$ cat src/rtl/alu_issue_stage.sv
// Purpose : ID-stage decode for the MIPS ALU, the ID/EX pipeline register, and BEQ/BNE resolution from the ALU zero flag.
// Latency : 1 cycle from ID acceptance to ALU operands; branch_taken is combinational in EX.
// Backpr. : stall holds ID/EX and drops id_ready; a taken branch flushes ID/EX and drops the concurrent ID instruction.
//
// Ports:
//   clk, reset                 rising-edge clock, synchronous active-high reset
//   id_valid/id_ready          ID handshake; id_ready = ~stall
//   id_instr, id_pc4           instruction word and its PC+4
//   id_rs_val, id_rt_val       register-file operands
//   stall                      hazard-unit hold request
//   alu_entr1/2, alu_ctrl      registered ALU operands and 4-bit control code
//   alu_zero                   ALU zero flag from EX
//   ex_*                       registered EX-stage control and data
//   branch_taken/target        fetch redirect request and registered target
//   issue_count                number of legal instructions loaded into ID/EX (wraps)
module alu_issue_stage #(
    parameter int CNT_W = 32
) (
    input  logic             clk,
    input  logic             reset,
    input  logic             id_valid,
    output logic             id_ready,
    input  logic [31:0]      id_instr,
    input  logic [31:0]      id_pc4,
    input  logic [31:0]      id_rs_val,
    input  logic [31:0]      id_rt_val,
    input  logic             stall,
    output logic [31:0]      alu_entr1,
    output logic [31:0]      alu_entr2,
    output logic [3:0]       alu_ctrl,
    input  logic             alu_zero,
    output logic             ex_valid,
    output logic [4:0]       ex_rd,
    output logic             ex_reg_write,
    output logic             ex_mem_read,
    output logic             ex_mem_write,
    output logic [31:0]      ex_store_data,
    output logic             ex_illegal,
    output logic             branch_taken,
    output logic [31:0]      branch_target,
    output logic [CNT_W-1:0] issue_count
);

    localparam logic [3:0] ALU_ADD = 4'b0000;
    localparam logic [3:0] ALU_SUB = 4'b0001;
    localparam logic [3:0] ALU_AND = 4'b0010;
    localparam logic [3:0] ALU_NOR = 4'b0011;
    localparam logic [3:0] ALU_OR  = 4'b0100;
    localparam logic [3:0] ALU_SLT = 4'b0101;
    localparam logic [3:0] ALU_BEQ = 4'b0110;
    localparam logic [3:0] ALU_BNE = 4'b0111;

    // All ID/EX state in one record so a bubble is simply '0.
    typedef struct packed {
        logic        valid;
        logic        illegal;
        logic        reg_write;
        logic        mem_read;
        logic        mem_write;
        logic [3:0]  ctrl;
        logic [4:0]  rd;
        logic [31:0] entr1;
        logic [31:0] entr2;
        logic [31:0] store_data;
        logic [31:0] target;
    } idex_t;

    idex_t            ex_q;
    idex_t            dec;
    logic             dec_legal;
    logic             use_imm;
    logic             swap_ops;
    logic [31:0]      imm_val;
    logic [CNT_W-1:0] cnt_q;

    logic [5:0]  op;
    logic [5:0]  funct;
    logic [31:0] imm_sext;
    logic [31:0] imm_zext;

    // shamt is never consulted by the supported instruction set.
    logic unused_shamt;
    assign unused_shamt = ^id_instr[10:6];

    assign op       = id_instr[31:26];
    assign funct    = id_instr[5:0];
    assign imm_sext = {{16{id_instr[15]}}, id_instr[15:0]};
    assign imm_zext = {16'h0000, id_instr[15:0]};

    always_comb begin
        dec       = '0;
        dec_legal = 1'b1;
        use_imm   = 1'b1;
        swap_ops  = 1'b0;
        imm_val   = imm_sext;
        dec.rd    = id_instr[20:16];
        case (op)
            6'b000000: begin
                use_imm       = 1'b0;
                dec.rd        = id_instr[15:11];
                dec.reg_write = 1'b1;
                case (funct)
                    6'b100000: dec.ctrl = ALU_ADD;
                    6'b100010: dec.ctrl = ALU_SUB;
                    6'b100100: dec.ctrl = ALU_AND;
                    6'b100101: dec.ctrl = ALU_OR;
                    6'b100111: dec.ctrl = ALU_NOR;
                    6'b101010: begin
                        dec.ctrl = ALU_SLT;
                        swap_ops = 1'b1;
                    end
                    default:   dec_legal = 1'b0;
                endcase
            end
            6'b001000: begin dec.ctrl = ALU_ADD; dec.reg_write = 1'b1; end
            6'b001010: begin dec.ctrl = ALU_SLT; dec.reg_write = 1'b1; swap_ops = 1'b1; end
            6'b001100: begin dec.ctrl = ALU_AND; dec.reg_write = 1'b1; imm_val = imm_zext; end
            6'b001101: begin dec.ctrl = ALU_OR;  dec.reg_write = 1'b1; imm_val = imm_zext; end
            6'b100011: begin dec.ctrl = ALU_ADD; dec.reg_write = 1'b1; dec.mem_read = 1'b1; end
            6'b101011: begin
                dec.ctrl       = ALU_ADD;
                dec.mem_write  = 1'b1;
                dec.store_data = id_rt_val;
            end
            6'b000100: begin dec.ctrl = ALU_BEQ; use_imm = 1'b0; end
            6'b000101: begin dec.ctrl = ALU_BNE; use_imm = 1'b0; end
            default:   dec_legal = 1'b0;
        endcase

        // The ALU evaluates entr1 > entr2, so set-less-than feeds rs on the right.
        if (swap_ops) begin
            dec.entr1 = use_imm ? imm_val : id_rt_val;
            dec.entr2 = id_rs_val;
        end else begin
            dec.entr1 = id_rs_val;
            dec.entr2 = use_imm ? imm_val : id_rt_val;
        end

        if (dec.ctrl == ALU_BEQ || dec.ctrl == ALU_BNE) begin
            dec.target = id_pc4 + {imm_sext[29:0], 2'b00};
        end
        dec.valid = dec_legal;
    end

    // The ALU reports zero=1 for BNE when operands differ, so both branches
    // resolve on the same flag. reset is included so a branch sitting in EX
    // cannot redirect fetch in the reset cycle itself.
    assign branch_taken = ex_q.valid & ~stall & ~reset & alu_zero &
                          ((ex_q.ctrl == ALU_BEQ) | (ex_q.ctrl == ALU_BNE));

    assign id_ready = ~stall;

    always_ff @(posedge clk) begin
        if (reset) begin
            ex_q  <= '0;
            cnt_q <= '0;
        end else if (branch_taken) begin
            ex_q <= '0;
        end else if (stall) begin
            ex_q <= ex_q;
        end else if (id_valid && dec_legal) begin
            ex_q  <= dec;
            cnt_q <= cnt_q + CNT_W'(1);
        end else if (id_valid) begin
            ex_q         <= '0;
            ex_q.illegal <= 1'b1;
        end else begin
            ex_q <= '0;
        end
    end

    assign alu_entr1     = ex_q.entr1;
    assign alu_entr2     = ex_q.entr2;
    assign alu_ctrl      = ex_q.ctrl;
    assign ex_valid      = ex_q.valid;
    assign ex_rd         = ex_q.rd;
    assign ex_reg_write  = ex_q.reg_write;
    assign ex_mem_read   = ex_q.mem_read;
    assign ex_mem_write  = ex_q.mem_write;
    assign ex_store_data = ex_q.store_data;
    assign ex_illegal    = ex_q.illegal;
    assign branch_target = ex_q.target;
    assign issue_count   = cnt_q;

endmodule
$ cat config.mk
export PLATFORM = sky130hd
export DESIGN_NAME = alu_issue_stage
export DESIGN_NICKNAME = d
export VERILOG_FILES = /design/src/rtl/alu_issue_stage.sv
export SDC_FILE = /design/constraint.sdc
export NUM_CORES = 1
export LEC_CHECK = 0
export ABC_AREA = 1
export CORE_MARGIN = 8
export CORE_UTILIZATION = 48
export CTS_CLUSTER_DIAMETER = 30
export CTS_CLUSTER_SIZE = 16
export DETAILED_ROUTE_END_ITERATION = 10
export PLACE_DENSITY = 0.82
export SYNTH_ARGS = -nofsm -noshare
export SYNTH_HDL_FRONTEND = slang
export SYNTH_SLANG_ARGS = --single-unit
$ cat constraint.sdc
create_clock -name clk -period 2.65 [get_ports clk]
set_clock_uncertainty 0.15 [all_clocks]
set_input_delay 0.53 -clock clk [delete_from_list [all_inputs] [get_ports clk]]
set_output_delay 0.53 -clock clk [all_outputs]
set_load 0.02 [all_outputs]
==> run summary <==
Outcome = completed
DR iter-0 viols = 880
Area Overhead vs Synth = 48.6%
Post-synth EDFFs = 0
Chip height = 160 µm
Most common flop cell mapped by yosys = dfxtp_1
Clock network fraction of total power = 0.402
CP Launch Point = id_instr[0]
Share of layout cells above drive strength 1 = 0.107
Post-layout util = 0.716
YS warnings = 0
Leakage = 5.80 nW
Antenna violations before repair = 3
Worst skew pair latency = 0.43 ns
Most common cell after layout, fill and taps aside = nand2_1
Total power = 6.31 mW
Reg2reg end = issue_count[25]
Peak VDD IR = 0.392 mV
Top sig layer = met5
Reg2reg setup slack = 0.47 ns
TritonCTS buffer count = 17
Placed inst area = 14200 µm²
Crit path capture = branch_target[10]
CTS tree = yes
DRC Markers = 0
Drt pass-1 iters = 6
Die area = 25700 µm²
Async SR Flop Fraction = 0
Syn avg cell area = 6.63 µm²
DR vias = 11700
Initial Util = 0.482
Startpoint types = input pin
Post-Syn Instances = 1509
Met2 wire length = 18.3 mm
Post-CTS setup buffers = 0
Switch share = 0.293
Port Buffers = 302
Fin. max-slew vios = 0
Largest net degree at the start of global routing = 142
Fillers = 1764
Number of synthesized register bits = 173
Fin crit period = 2.59 ns
Period utilization = 0.977
Synthesized area = 10000 µm²
Clock Pin Slew Worst Setup and Hold Paths = 0.08 ns
Final setup viols = 0
Critical path data required time = 2.87 ns
Routed wl met3 = 2.65 mm
Vias in the first global route = 11300
CTS Hold Bufs = 0
RSZ-0062 raised after global routing = no
Antenna viol nets, final = 0
Htree depth = 4
Worst reg2reg path depth = 8
Max-Cap Viols = 0
Post-route cell area = 14900 µm²
Avg Vias per Cell = 5.39
Worst-margin pin slew = 0.635 ns
Most frequent cells in the layout = 462 x nand2_1, 300 x clkdlybuf4s50_1, 196 x a21oi_1
Hold WC Path Type = register to register
Combinational share of power = 0.183
DP HPWL = 28.8 mm
Reg-to-Reg Start = issue_count[2]
P per Cell Area = 425 nW/µm²
Post-layout nets = 2047
GPL Wtd Cong = 0.982
WL final = 37.4 mm
CP Class = input pin to register
Final Hold Viols = 0
Synth unique cells = 36
Int Power = 4.46 mW
Arr. time, crit path = 2.80 ns
Crit path max fanout = 4
Sequential fraction of the synthesis area = 0.346
Slew headroom = 0.577
Die width = 160 µm
Post-Syn Nets = 1673
Fmax = 0.386 GHz
GRT Total Usage = 0.280
CTS Buffer Depth = 2
First-pass GRT wire length = 58.6 mm
Psw = 1.85 mW
Clk root buf = clkbuf_16
Overflow left after global routing = 0
Sequential Power Share = 0.415
Wire per inst = 17.2 µm
Core area = 20800 µm²
CTS Sinks = 173
Met1 WL = 15.0 mm
I/O pin count = 309
Rows = 53
CP Capture Type = register
-- per-stage QoR --
stage	setup slack (ns)	TNS [ns]	hold WS [ns]	std cells
finish	0.0614	0	0.316	2173
global route	0.00707	0	0.328	2173
CTS	0.112	0	0.316	2171
detailed placement	-0.302	-26.68	0.305	2139
global placement	-0.264	-15.32	0.302	2139
floorplan	0.0287	0	0.385	1509
-- synth_stat cells (2+ instances only) --
cell type  number  share of area
o21a_1          5         0.0038
o211ai_1       65          0.049
nor3_1         21          0.011
o21ai_0        36          0.018
xnor2_1        13          0.011
nand3b_1        6         0.0045
a21oi_1       196          0.098
buf_4           6         0.0045
o21bai_1        3         0.0023
nor2_1         83          0.031
nand4_1        16          0.010
o21ai_1         8         0.0040
ha_1           30          0.038
inv_2           5         0.0019
and2_1          4         0.0025
or2_2          18          0.011
nand3_1       136          0.068
nand2_1       463           0.17
xor2_1         31          0.027
dfxtp_1       173           0.35
buf_6           3         0.0034
nor4_1          3         0.0019
inv_1          98          0.037
or2_0           2         0.0013
clkbuf_1       47          0.018
buf_2          26          0.013
nor2_2          3         0.0019
-- worst min-delay path by stage --
stage                     cells past startpoint         startpoint                end  slack (ns)
after global placement                        2       alu_entr2[4]       alu_entr2[4]        0.30
after global routing                          2  ex_store_data[19]  ex_store_data[19]        0.33
final                                         2  branch_target[17]  branch_target[17]        0.32
after CTS                                     2   branch_target[2]   branch_target[2]        0.32
after floorplan                               2       alu_entr2[4]       alu_entr2[4]        0.38
after detailed placement                      2   branch_target[2]   branch_target[2]        0.30
-- sequential cells by signal, summed over array words and instances, names as in the netlist, 3 cells and up --
| name | cells |
|---|---|
| alu_entr1 | 32 |
| alu_entr2 | 32 |
| branch_target | 32 |
| ex_store_data | 32 |
| issue_count | 32 |
| ex_rd | 5 |
| alu_ctrl | 3 |
-- power by group through the flow --
| stage | logic, mW | registers (mW) | clock network, mW |
|---|---|---|---|
| after global routing | 1.26 | 2.62 | 2.69 |
| after global placement | 1.12 | 2.68 | 0 |
| after CTS | 1.15 | 2.62 | 2.57 |
| final | 1.16 | 2.62 | 2.54 |
| after floorplan | 0.517 | 2.69 | 0 |
| after detailed placement | 1.14 | 2.68 | 0 |
-- cell type report --
cell class	instances	area (µm²)	area share
clock buffer	18	439	0.0295
clock inverter	14	168	0.0113
timing repair buffer	438	4270	0.287
tap	275	344	0.0232
inverter	104	393	0.0264
multi-input combinational	1149	5790	0.389
sequential	173	3460	0.233
antenna	2	5.00	0.000337
-- cell families (layout without fill, tap and decap cells) --
| family | Yosys count | in the layout | share of synthesized area |
|---|---|---|---|
| buffers and inverters | 187 | 574 | 0.0780 |
| XOR/XNOR | 44 | 44 | 0.0385 |
| adder cells (fa/ha/maj) | 31 | 31 | 0.0395 |
| AO/OA/AOI/OAI | 314 | 314 | 0.177 |
| other | 1 | 3 | 0.000375 |
| flip-flops | 173 | 173 | 0.346 |
| AND/OR/NAND/NOR | 759 | 759 | 0.320 |
-- repair_timing --
| action | 4_1_cts | 5_1_grt |
|---|---|---|
| gates resized for setup | 3 | 1 |
| hold endpoints to repair | 0 | 0 |
| setup endpoints to repair | 1 | 1 |
| pin swaps | 0 | 0 |
-- per-layer routing --
layer / vias up / GRT usage
li1: 5774 / -
met1: 5401 / 0.319
met2: 453 / 0.491
met3: 92 / 0.0678
met4: 2 / 0.118
met5: - / 0
-- worst max-delay path: stages --
cell and delay (ns):
clkdlybuf4s50_1 0.43, ha_1 0.25, fa_1 0.41, nand2_1 0.11, nand2_1 0.09, and2_1 0.16
nand2_1 0.06, nand2_1 0.11, buf_4 0.16, xor2_1 0.27, nand2_1 0.10, a21oi_1 0.12
No activity file was read; power rests on OpenSTA's default activity.
